--- config.mk ---
export PLATFORM = sky130hd
export DESIGN_NAME = store_data_buffer_flat
export DESIGN_NICKNAME = d
export VERILOG_FILES = /design/src/rtl/store_data_buffer_if.sv /design/src/rtl/store_data_buffer.sv /design/src/flat_wrapper.sv
export SDC_FILE = /design/constraint.sdc
export NUM_CORES = 1
export LEC_CHECK = 0
export CAP_MARGIN = 20
export CORE_ASPECT_RATIO = 1.1
export CORE_MARGIN = 2
export CORE_UTILIZATION = 30
export DETAILED_ROUTE_END_ITERATION = 6
export GPL_TIMING_DRIVEN = 1
export PLACE_DENSITY = 0.64
export SLEW_MARGIN = 20
export SYNTH_ARGS = -nofsm -noshare
export SYNTH_HDL_FRONTEND = slang
export SYNTH_SLANG_ARGS = --single-unit
export TNS_END_PERCENT = 50
--- constraint.sdc ---
create_clock -name clk -period 8.2 [get_ports clk]
set_input_delay 1.23 -clock clk [delete_from_list [all_inputs] [get_ports clk]]
set_output_delay 1.23 -clock clk [all_outputs]
set_load 0.02 [all_outputs]
--- src/rtl/store_data_buffer_if.sv ---
// Store-data buffer bus: pipeline-side push/select, RAM drain port and load lookup.
// slave = buffer side, master = pipeline/RAM/testbench side.
interface store_data_buffer_if #(
  parameter int DATA_W  = 16,
  parameter int ADDR_W  = 16,
  parameter int NUM_SRC = 4,
  parameter int DEPTH   = 4
);
  localparam int SEL_W = $clog2(NUM_SRC) + 1;
  localparam int CNT_W = $clog2(DEPTH) + 1;

  logic [NUM_SRC*DATA_W-1:0] src_data;
  logic [SEL_W-1:0]          src_sel;
  logic                      fwd_en;
  logic [DATA_W-1:0]         fwd_data;
  logic                      push_valid;
  logic [ADDR_W-1:0]         push_addr;
  logic                      push_ready;
  logic                      ram_req;
  logic [ADDR_W-1:0]         ram_addr;
  logic [DATA_W-1:0]         ram_data;
  logic                      ram_grant;
  logic [ADDR_W-1:0]         ld_addr;
  logic                      ld_hit;
  logic [DATA_W-1:0]         ld_data;
  logic [CNT_W-1:0]          count;

  modport slave (
    input  src_data, src_sel, fwd_en, fwd_data, push_valid, push_addr, ram_grant, ld_addr,
    output push_ready, ram_req, ram_addr, ram_data, ld_hit, ld_data, count
  );

  modport master (
    output src_data, src_sel, fwd_en, fwd_data, push_valid, push_addr, ram_grant, ld_addr,
    input  push_ready, ram_req, ram_addr, ram_data, ld_hit, ld_data, count
  );
endinterface

--- src/rtl/store_data_buffer.sv ---
// MEM-stage store-data buffer: source/forward select, DEPTH-entry FIFO drained to RAM.
// Define STORE_BUF_LDFWD_EN to build youngest-match load forwarding; otherwise ld_hit/ld_data are 0.
module store_data_buffer #(
  parameter int              DATA_W    = 16,
  parameter int              ADDR_W    = 16,
  parameter int              NUM_SRC   = 4,
  parameter int              DEPTH     = 4,
  parameter logic [15:0]     NOP_VALUE = 16'h0101
) (
  input  logic                 clk,
  input  logic                 rst,
  store_data_buffer_if.slave   bus
);
  localparam int SEL_W = $clog2(NUM_SRC) + 1;
  localparam int PTR_W = $clog2(DEPTH);
  localparam int CNT_W = $clog2(DEPTH) + 1;
  localparam logic [DATA_W-1:0] NOP_D = DATA_W'(NOP_VALUE);

  logic [ADDR_W-1:0] r_addr [DEPTH];
  logic [DATA_W-1:0] r_data [DEPTH];
  logic [PTR_W-1:0]  r_head, r_tail;
  logic [CNT_W-1:0]  r_count;

  logic [DATA_W-1:0] w_sel_data;
  logic              w_full, w_empty, w_push, w_pop;

  assign w_full  = (r_count == CNT_W'(DEPTH));
  assign w_empty = (r_count == '0);
  // Push eligibility looks only at the current count, so a pop never frees a slot while full.
  assign w_push  = bus.push_valid && !w_full;
  assign w_pop   = bus.ram_grant && !w_empty;

  always_comb begin
    w_sel_data = NOP_D;
    if (bus.fwd_en) begin
      w_sel_data = bus.fwd_data;
    end else begin
      for (int i = 0; i < NUM_SRC; i++) begin
        if (bus.src_sel == SEL_W'(i)) w_sel_data = bus.src_data[i*DATA_W +: DATA_W];
      end
    end
  end

  always_ff @(posedge clk) begin
    if (!rst) begin
      r_head  <= '0;
      r_tail  <= '0;
      r_count <= '0;
      for (int i = 0; i < DEPTH; i++) begin
        r_addr[i] <= '0;
        r_data[i] <= '0;
      end
    end else begin
      if (w_push) begin
        r_addr[r_tail] <= bus.push_addr;
        r_data[r_tail] <= w_sel_data;
        r_tail         <= r_tail + PTR_W'(1);
      end
      if (w_pop) r_head <= r_head + PTR_W'(1);
      if (w_push && !w_pop)      r_count <= r_count + CNT_W'(1);
      else if (w_pop && !w_push) r_count <= r_count - CNT_W'(1);
    end
  end

  assign bus.push_ready = !w_full;
  assign bus.ram_req    = !w_empty;
  assign bus.ram_addr   = r_addr[r_head];
  assign bus.ram_data   = r_data[r_head];
  assign bus.count      = r_count;

`ifdef STORE_BUF_LDFWD_EN
  logic              w_ld_hit;
  logic [DATA_W-1:0] w_ld_data;

  // Walk oldest to youngest so the last valid match wins.
  always_comb begin
    logic [PTR_W-1:0] v_idx;
    v_idx     = '0;
    w_ld_hit  = 1'b0;
    w_ld_data = '0;
    for (int k = 0; k < DEPTH; k++) begin
      v_idx = r_head + PTR_W'(k);
      if ((CNT_W'(k) < r_count) && (r_addr[v_idx] == bus.ld_addr)) begin
        w_ld_hit  = 1'b1;
        w_ld_data = r_data[v_idx];
      end
    end
  end

  assign bus.ld_hit  = w_ld_hit;
  assign bus.ld_data = w_ld_data;
`else
  logic w_unused_ld;
  assign w_unused_ld = ^bus.ld_addr;
  assign bus.ld_hit  = 1'b0;
  assign bus.ld_data = '0;
`endif
endmodule

--- src/flat_wrapper.sv ---
// flat-port wrapper written by rule: the top's interface ports become plain ports
module store_data_buffer_flat 
#(
  parameter int              DATA_W    = 16,
  parameter int              ADDR_W    = 16,
  parameter int              NUM_SRC   = 4,
  parameter int              DEPTH     = 4,
  parameter logic [15:0]     NOP_VALUE = 16'h0101
)
  (clk, rst, bus_src_data, bus_src_sel, bus_fwd_en, bus_fwd_data, bus_push_valid, bus_push_addr, bus_ram_grant, bus_ld_addr, bus_push_ready, bus_ram_req, bus_ram_addr, bus_ram_data, bus_ld_hit, bus_ld_data, bus_count);
  store_data_buffer_if #(.DATA_W(DATA_W), .ADDR_W(ADDR_W), .NUM_SRC(NUM_SRC), .DEPTH(DEPTH)) bus_i ();
  input  logic clk;
  input  logic rst;
  input wire logic [$bits(bus_i.src_data)-1:0] bus_src_data;
  input wire logic [$bits(bus_i.src_sel)-1:0] bus_src_sel;
  input wire logic [$bits(bus_i.fwd_en)-1:0] bus_fwd_en;
  input wire logic [$bits(bus_i.fwd_data)-1:0] bus_fwd_data;
  input wire logic [$bits(bus_i.push_valid)-1:0] bus_push_valid;
  input wire logic [$bits(bus_i.push_addr)-1:0] bus_push_addr;
  input wire logic [$bits(bus_i.ram_grant)-1:0] bus_ram_grant;
  input wire logic [$bits(bus_i.ld_addr)-1:0] bus_ld_addr;
  output wire logic [$bits(bus_i.push_ready)-1:0] bus_push_ready;
  output wire logic [$bits(bus_i.ram_req)-1:0] bus_ram_req;
  output wire logic [$bits(bus_i.ram_addr)-1:0] bus_ram_addr;
  output wire logic [$bits(bus_i.ram_data)-1:0] bus_ram_data;
  output wire logic [$bits(bus_i.ld_hit)-1:0] bus_ld_hit;
  output wire logic [$bits(bus_i.ld_data)-1:0] bus_ld_data;
  output wire logic [$bits(bus_i.count)-1:0] bus_count;
  assign bus_i.src_data = bus_src_data;
  assign bus_i.src_sel = bus_src_sel;
  assign bus_i.fwd_en = bus_fwd_en;
  assign bus_i.fwd_data = bus_fwd_data;
  assign bus_i.push_valid = bus_push_valid;
  assign bus_i.push_addr = bus_push_addr;
  assign bus_i.ram_grant = bus_ram_grant;
  assign bus_i.ld_addr = bus_ld_addr;
  assign bus_push_ready = bus_i.push_ready;
  assign bus_ram_req = bus_i.ram_req;
  assign bus_ram_addr = bus_i.ram_addr;
  assign bus_ram_data = bus_i.ram_data;
  assign bus_ld_hit = bus_i.ld_hit;
  assign bus_ld_data = bus_i.ld_data;
  assign bus_count = bus_i.count;
  store_data_buffer #(.DATA_W(DATA_W), .ADDR_W(ADDR_W), .NUM_SRC(NUM_SRC), .DEPTH(DEPTH), .NOP_VALUE(NOP_VALUE)) u_core (.clk(clk), .rst(rst), .bus(bus_i));
endmodule
* Yosys cells after proc, flatten, opt, wreduce, memory -nomap -nowiden
Memories as Yosys holds them, arrays and structs flattened. A register that Yosys moved wholly into a read port is not among the register bits. Cells that the tools add are included.
Word-level totals: register bits after elaboration 7, memory bits (writable) 128, input bits 120, output and inout port bits 54, word-level logic and storage cells 47, memories kept 2
Operators by class: $add $sub $neg 4, equal/unequal tests 4, multiplexer cells 21, reductions and logical operators 13
Memories:
- u_core.r_addr | depth 4, bits a word 16, rd ports 1, clocked after memory_dff 1, write ports 4, RTL line store_data_buffer.sv:19 | logic [ADDR_W-1:0] r_addr [DEPTH];
- u_core.r_data | depth 4, bits a word 16, rd ports 1, clocked after memory_dff 1, write ports 4, RTL line store_data_buffer.sv:20 | logic [DATA_W-1:0] r_data [DEPTH];
Operators by type and width (count):
- 16-bit 2-to-1 mux | 7
- 16-bit OR reduction | 2
- 2-bit 2-to-1 mux | 6
- 3-bit by 2-bit == test with 1-bit output (second input constant) | 2
- 3-bit logical NOT | 2
- 1-bit 2-to-1 mux | 6
- 3-bit 2-to-1 mux | 2
- 2-bit by 1-bit adder with 2-bit output (second input constant) | 2
- 1-bit logical AND | 4
- 1-bit logical NOT | 4
- 3-bit by 1-bit adder with 3-bit output (second input constant) | 1
- 3-bit by 1-bit == test with 1-bit output (second input constant) | 1
- 3-bit == test (second input constant) | 1
- 3-bit by 1-bit subtractor with 3-bit output (second input constant) | 1
- 2-bit nonzero test | 1

* Depth between registers and ports, before layout
Gate-level depths: netlist of the first run.
word-level depth 8, mapped depth 8, mapped depth without buffers 8

* Worst setup path before layout of the first run
Ideal clock, no wire load.
path type input-to-reg, from input bus_push_valid, to memory u_core.r_addr[3][0] (enable), setup time 0.466 ns, arrival 3.622 ns, data required time 7.734 ns, slack 4.112 ns, stages on the path 2, buffers on the path 0, cells stage by stage nand3_1 -> o21ai_0
RTL lines:
- start: declaration | RTL line flat_wrapper.sv:18 | input wire logic [$bits(bus_i.push_valid)-1:0] bus_push_valid;
- end: declaration | RTL line store_data_buffer.sv:19

==> impl_metrics.env, run 1 <==
export IMPL_die_area_um2=23530
export IMPL_globalRouteOverflowTotal=0
export IMPL_critical_path_sink_type="register"
export IMPL_cts_clk_slew_worst_paths_ns=0.06
export IMPL_min_delay_path_depth=2
export IMPL_cts_buffers_inserted=17
export IMPL_r2r_slack_ns=4.66
export IMPL_grt_pass1_vias=4399
export IMPL_worst_slew_pin_slew_ns=1.013
export IMPL_pin_count_of_the_biggest_net_entering_global_routing=36
export IMPL_finalHoldViolCount=0
export IMPL_synth_flop_cell="sky130_fd_sc_hd__edfxtp_1"
export IMPL_finalCoreUtilization_pct=40.37
export IMPL_worst_setup_path_start_kind="input pin"
export IMPL_synth_yosys_warnings=0
export IMPL_synth_compound_area_share_pct=4.503
export IMPL_yosysTopAreaCellShare_pct=57.40
export IMPL_slew_headroom_pct=32.25
export IMPL_hold_start="u_core.r_tail[1]"
export IMPL_num_io_pins=174
export IMPL_dieWidth_um=146.5
export IMPL_slew_viol_final=0
export IMPL_synthAdderAreaFrac_pct=0.4858
export IMPL_timing_clock_skew_ns=0.006463
export IMPL_crit_path_max_fanout=26
export IMPL_timing_final_crit_period_ns=4.627
export IMPL_dpl_hpwl_um=10250
export IMPL_grt_total_usage_pct=13.53
export IMPL_placement_rows=57
export IMPL_worstRegToRegCells=5
export IMPL_yosys_mux_area_fraction_pct=13.68
export IMPL_cp_required_ns=8.26
export IMPL_achievable_frequency_ghz=0.2161
export IMPL_totalWireLength_um=15500
export IMPL_drt_drc_violations_left=0
export IMPL_setup_viol=0
export IMPL_syn_avg_cell_area_um2=14.34
export IMPL_tritoncts="yes"
export IMPL_critPathKind="input pin to register"
export IMPL_core_area_um2=22040
export IMPL_synthesis_area_um2=6696
export IMPL_data_arrival_time_of_the_worst_path_ns=4.68
export IMPL_rsz_0062_raised_after_global_routing="false"
export IMPL_setup_bufs_post_cts=0
export IMPL_synth_top_family_by_area="simple AND/OR/NAND/NOR gates"
export IMPL_ys_types=42
export IMPL_final_period_utilization_pct=56.43
export IMPL_numPortBuffers=140
export IMPL_grt_pass1_wl_um=24070
export IMPL_dpl_worst_slack_ns=3.096
export IMPL_ratio_of_cells_with_drive_above_1_in_the_final_layout_pct=18.14
export IMPL_antenna_found_initial=0
export IMPL_final_setup_tns_ns=0
export IMPL_ctsRootBufferMaster="sky130_fd_sc_hd__clkbuf_16"
export IMPL_min_delay_path_class="register to register"
export IMPL_ant_nets=0
export IMPL_gp_congestion=0.7665
export IMPL_yosys_top_cells_area="sky130_fd_sc_hd__edfxtp_1 57%, sky130_fd_sc_hd__mux4_2 11%, sky130_fd_sc_hd__and2_1 4.4%"
export IMPL_leakage_nw=3.176
export IMPL_synth_largest_area_cell="sky130_fd_sc_hd__edfxtp_1"
export IMPL_async_flop_share_pct=0
export IMPL_pwr_density_cell_nw_per_um2=263.8
export IMPL_die_height_um=160.7
export IMPL_total_nets_final=722
export IMPL_min_to="u_core.r_tail[1]"
export IMPL_regToRegStartpoint="u_core.bus.count[0]"
export IMPL_synthSimpleGateAreaFrac_pct=16.05
export IMPL_worstReg2RegEnd="u_core.r_addr[0][2]"
export IMPL_seq_area_frac_synth_pct=60.09
export IMPL_synth_edf_count=128
export IMPL_areaGrowthSynthToFinish_pct=32.87
export IMPL_clock_latency_late_sink_ns=0.41
export IMPL_dr_total_vias=4247
export IMPL_clock_tree_buffer_depth=2
export IMPL_cts_hold_repair_buffers=0
export IMPL_htreeDepth=4
export IMPL_nFillCells=2000
export IMPL_antennaDiodeCount=0
export IMPL_yosys_area_share_xor_xnor_pct=0.6540
export IMPL_synth_seq_cells=137
export IMPL_setup_ws_ns=3.573
export IMPL_irDropWorstVdd_v=0.0001139
export IMPL_wire_per_inst_um=17.09
export IMPL_cts_repair_resize_count=0
export IMPL_drt_pass1_iterations=4
export IMPL_drt_first_iter_violations=331
export IMPL_max_cap_violations=0
export IMPL_run_status="finished, final reports clean"
export IMPL_cts_sinks=137
export IMPL_syn_inst=467
export IMPL_drt_vias_per_instance=4.682
export IMPL_initial_core_util_pct=30.39
==> layout by cell type (no fill, tap or decap), types with 14 or more instances in the layout <==
cell type                         synthesis  routed
sky130_fd_sc_hd__clkdlybuf4s50_1          0     140
sky130_fd_sc_hd__edfxtp_1               128     128
sky130_fd_sc_hd__nor2_1                  63      63
sky130_fd_sc_hd__and2_1                  47      47
sky130_fd_sc_hd__mux4_2                  34      34
sky130_fd_sc_hd__conb_1                   1      17
sky130_fd_sc_hd__clkbuf_16                0      17
sky130_fd_sc_hd__nor2b_1                 15      15
sky130_fd_sc_hd__mux2i_1                 15      15
sky130_fd_sc_hd__nor3_1                  14      14
==> state kept, by name, summed over array words and instances, names as in the netlist, named ones only <==
name,flops
u_core.r_addr,64
u_core.r_data,64
u_core.bus.count,3
u_core.r_head,2
u_core.r_tail,2
==> final cells by class <==
class	instances	area [µm²]	share of cell area (%)
inverter	2	7.507	0.08438
clock inverter	14	180.2	2.025
tap	295	369.1	4.149
sequential	137	4025	45.24
multi-input combinational	296	2444	27.46
clock buffer	17	425.4	4.781
timing repair buffer	146	1446	16.26
==> synthesized netlist by cell type (all sizes together) (2+ instances only) <==
cell type,n
a211oi,14
a22o,13
and2,70
and3,2
buf,35
clkbuf,13
dfxtp,9
edfxtp,128
inv,2
mux2i,15
mux4,34
nand2,6
nand2b,2
nand3,5
nor2,64
nor2b,15
nor3,16
o21ai,3
o31ai,2
or3,4
xnor2,3
xor2,2
==> worst max path at each step <==
| stage | from | endpoint | slack [ns] | depth (start not counted) |
|---|---|---|---|---|
| floorplan | bus_push_valid | u_core.r_addr[3][0] | 4.11 | 2 |
| global placement | rst | u_core.r_addr[0][10] | 3.20 | 5 |
| detailed placement | rst | u_core.r_addr[0][10] | 3.10 | 5 |
| CTS | rst | u_core.r_data[0][13] | 3.52 | 5 |
| global route | rst | u_core.r_addr[0][1] | 3.33 | 5 |
| finish | rst | u_core.r_addr[0][2] | 3.57 | 5 |
==> where the power goes <==
group	total, W	internal [W]	switching (W)
combinational	0.000685	0.000342	0.000343
clock	0.000781	0.000503	0.000278
sequential	0.000881	0.000852	0.0000286
==> critical path, stage by stage <==
cell,delay (ns)
sky130_fd_sc_hd__clkdlybuf4s50_1,0.77
sky130_fd_sc_hd__nand3_1,0.83
sky130_fd_sc_hd__or3_1,0.95
sky130_fd_sc_hd__nand2_1,0.42
sky130_fd_sc_hd__buf_4,0.46
==> through the flow <==
step	instance area (µm²)	cells	hold WS, ns	total power, W
floorplan	6756	483	0.4665	0.001311
global placement	8292	876	0.4822	0.001577
detailed placement	8292	876	0.4873	0.001594
CTS	8897	907	0.4996	0.002375
global route	8897	907	0.5366	0.002448
finish	8897	907	0.5043	0.002347
==> cells by family after synthesis <==
| logic type | after synthesis |
|---|---|
| AND/OR/NAND/NOR | 190 |
| flip-flops | 137 |
| buffers and inverters | 50 |
| multiplexers | 49 |
| AO/OA/AOI/OAI | 33 |
| XOR/XNOR | 5 |
| adder cells (fa/ha/maj) | 2 |
| other | 1 |
==> layer usage <==
metal / wire length (µm) / global-route usage (%)
met1: 6358 / 16.37
met2: 7999 / 24.27
met3: 943 / 2.955
met4: 199 / 3.972
met5: 0 / 0
Note: power is estimated with default switching activity, not from simulation.
==> run 2, diff against run 1 <==
==> constraint.sdc (replaced) <==
create_clock -name clk -period 4.5 [get_ports clk]
set_input_delay 0.675 -clock clk [delete_from_list [all_inputs] [get_ports clk]]
set_output_delay 0.675 -clock clk [all_outputs]
set_load 0.02 [all_outputs]
==> impl_metrics.env, run 2 (synthesis results as in run 1) <==
export IMPL_final_setup_tns_ns=0
export IMPL_drt_vias_per_instance=4.653
export IMPL_setup_bufs_post_cts=0
export IMPL_drt_pass1_iterations=4
export IMPL_instances_no_fill=913
export IMPL_drt_drc_violations_left=0
export IMPL_nFillCells=2015
export IMPL_critical_path_top_delay_family="buffers and inverters"
export IMPL_dpl_hpwl_um=10810
export IMPL_max_cap_violations=0
export IMPL_num_io_pins=174
export IMPL_grt_pass1_wl_um=24260
export IMPL_crit_path_max_fanout=16
export IMPL_worst_setup_path_start_kind="register"
export IMPL_cts_hold_repair_buffers=0
export IMPL_worst_slew_pin_slew_ns=0.9681
export IMPL_total_nets_final=728
export IMPL_cp_cell_sequence="buf_4 > mux4_2 > clkdlybuf4s50_1"
export IMPL_min_delay_path_class="register to register"
export IMPL_cts_repair_resize_count=0
export IMPL_irDropWorstVdd_v=0.0002606
export IMPL_dp_cells=882
export IMPL_mostFrequentLayoutCell="sky130_fd_sc_hd__clkdlybuf4s50_1"
export IMPL_core_area_um2=22040
export IMPL_multi_input_comb_area_um2=2450
export IMPL_placement_rows=57
export IMPL_antennaDiodeCount=0
export IMPL_drt_first_iter_violations=258
export IMPL_gp_congestion=0.7763
export IMPL_seqCellArea_um2=4025
export IMPL_most_frequent_cells_in_the_layout="140 x sky130_fd_sc_hd__clkdlybuf4s50_1, 128 x sky130_fd_sc_hd__edfxtp_1, 63 x sky130_fd_sc_hd__nor2_1, 47 x sky130_fd_sc_hd__and2_1, 34 x sky130_fd_sc_hd__mux4_2"
export IMPL_cp_required_ns=3.83
export IMPL_numPortBuffers=140
export IMPL_dieWidth_um=146.5
export IMPL_data_arrival_time_of_the_worst_path_ns=2.63
export IMPL_pwr_density_cell_nw_per_um2=472.8
export IMPL_clock_tree_buffer_depth=2
export IMPL_initial_core_util_pct=30.39
export IMPL_slew_viol_final=0
export IMPL_worst_hold_slack_ns=0.5281
export IMPL_die_height_um=160.7
export IMPL_globalRouteOverflowTotal=0
export IMPL_wire_per_inst_um=17.10
export IMPL_critical_path_sink_type="primary output"
export IMPL_cts_clk_slew_worst_paths_ns=0.06
export IMPL_grt_total_usage_pct=13.65
export IMPL_die_area_um2=23530
export IMPL_finalHoldViolCount=0
export IMPL_run_status="finished, final reports clean"
export IMPL_dr_total_vias=4248
export IMPL_timing_final_crit_period_ns=3.302
export IMPL_totalWireLength_um=15610
export IMPL_grt_pass1_vias=4386
export IMPL_antenna_found_initial=0
export IMPL_htreeDepth=4
export IMPL_setup_viol=0
export IMPL_leakage_nw=3.198
export IMPL_cp_num_buf_inv=2
export IMPL_clock_latency_late_sink_ns=0.42
export IMPL_timing_clock_skew_ns=0.007100
export IMPL_rsz_0062_raised_after_global_routing="false"
export IMPL_worst_path_max_delay_cell="sky130_fd_sc_hd__dfxtp_2"
export IMPL_areaGrowthSynthToFinish_pct=33.22
export IMPL_cts_buffers_inserted=17
export IMPL_ctsRootBufferMaster="sky130_fd_sc_hd__clkbuf_16"
export IMPL_slew_headroom_pct=35.11
export IMPL_critical_path_max_stage_delay_ns=0.72
export IMPL_ratio_of_cells_with_drive_above_1_in_the_final_layout_pct=18.61
export IMPL_critPathKind="register to primary output"
export IMPL_cts_sinks=137
export IMPL_achievable_frequency_ghz=0.3029
export IMPL_final_period_utilization_pct=73.37
export IMPL_pin_count_of_the_biggest_net_entering_global_routing=33
export IMPL_tritoncts="yes"
export IMPL_ant_nets=0
[run 2: final timing paths]
path	endpoint	depth (start not counted)	slack [ns]	from
setup reg to reg	u_core.r_addr[0][12]	6	1.67	u_core.bus.count[2]
hold / removal	u_core.r_tail[1]	2	0.53	u_core.r_tail[1]
hold reg to reg	u_core.r_tail[1]	2	0.53	u_core.r_tail[1]
setup / recovery	bus_ram_data[5]	3	1.20	register
[run 2: per-stage QoR]
stage               worst slack [ns]  total power, W  utilization (%)  instance area [µm²]
global placement              0.9507        0.002895            37.89                 8349
detailed placement            0.9535        0.002925            37.89                 8349
finish                         1.198        0.004218            40.48                 8921
floorplan                     0.8554        0.002390                -                 6756
global route                  0.9903        0.004391            40.48                 8921
CTS                            1.088        0.004258            40.45                 8915
[run 2: layout make-up]
| class | count | share of cell area (%) |
|---|---|---|
| flip-flops and latches | 137 | 45.12 |
| clock inverters | 12 | 1.487 |
| well taps | 295 | 4.137 |
| multi-input cells | 296 | 27.46 |
| inverters | 2 | 0.08415 |
| clock buffers | 19 | 4.853 |
| repair buffers | 152 | 16.86 |
[run 2: where the power goes]
part | leakage, nW | total (W) | internal (W) | switching (W)
logic | 1.52 | 0.00124 | 0.000635 | 0.000600
registers | 1.40 | 0.00164 | 0.00155 | 0.0000894
clock network | 0.276 | 0.00134 | 0.000854 | 0.000487
total | 3.20 | 0.00422 | 0.00304 | 0.00118
[run 2: per-layer routing]
layer	GRT usage (%)	up-vias	routed length [µm]
li1	-	1975	-
met3	3.040	14	1131
met2	24.34	203	8109
met5	0	-	0
met4	4.898	0	172
met1	16.22	2056	6195
[run 2: worst min-delay path: stages, from the launching register on]
cell                      delay, ns
sky130_fd_sc_hd__dfxtp_1       0.35
sky130_fd_sc_hd__nand3_1       0.08
sky130_fd_sc_hd__nand2_1       0.05
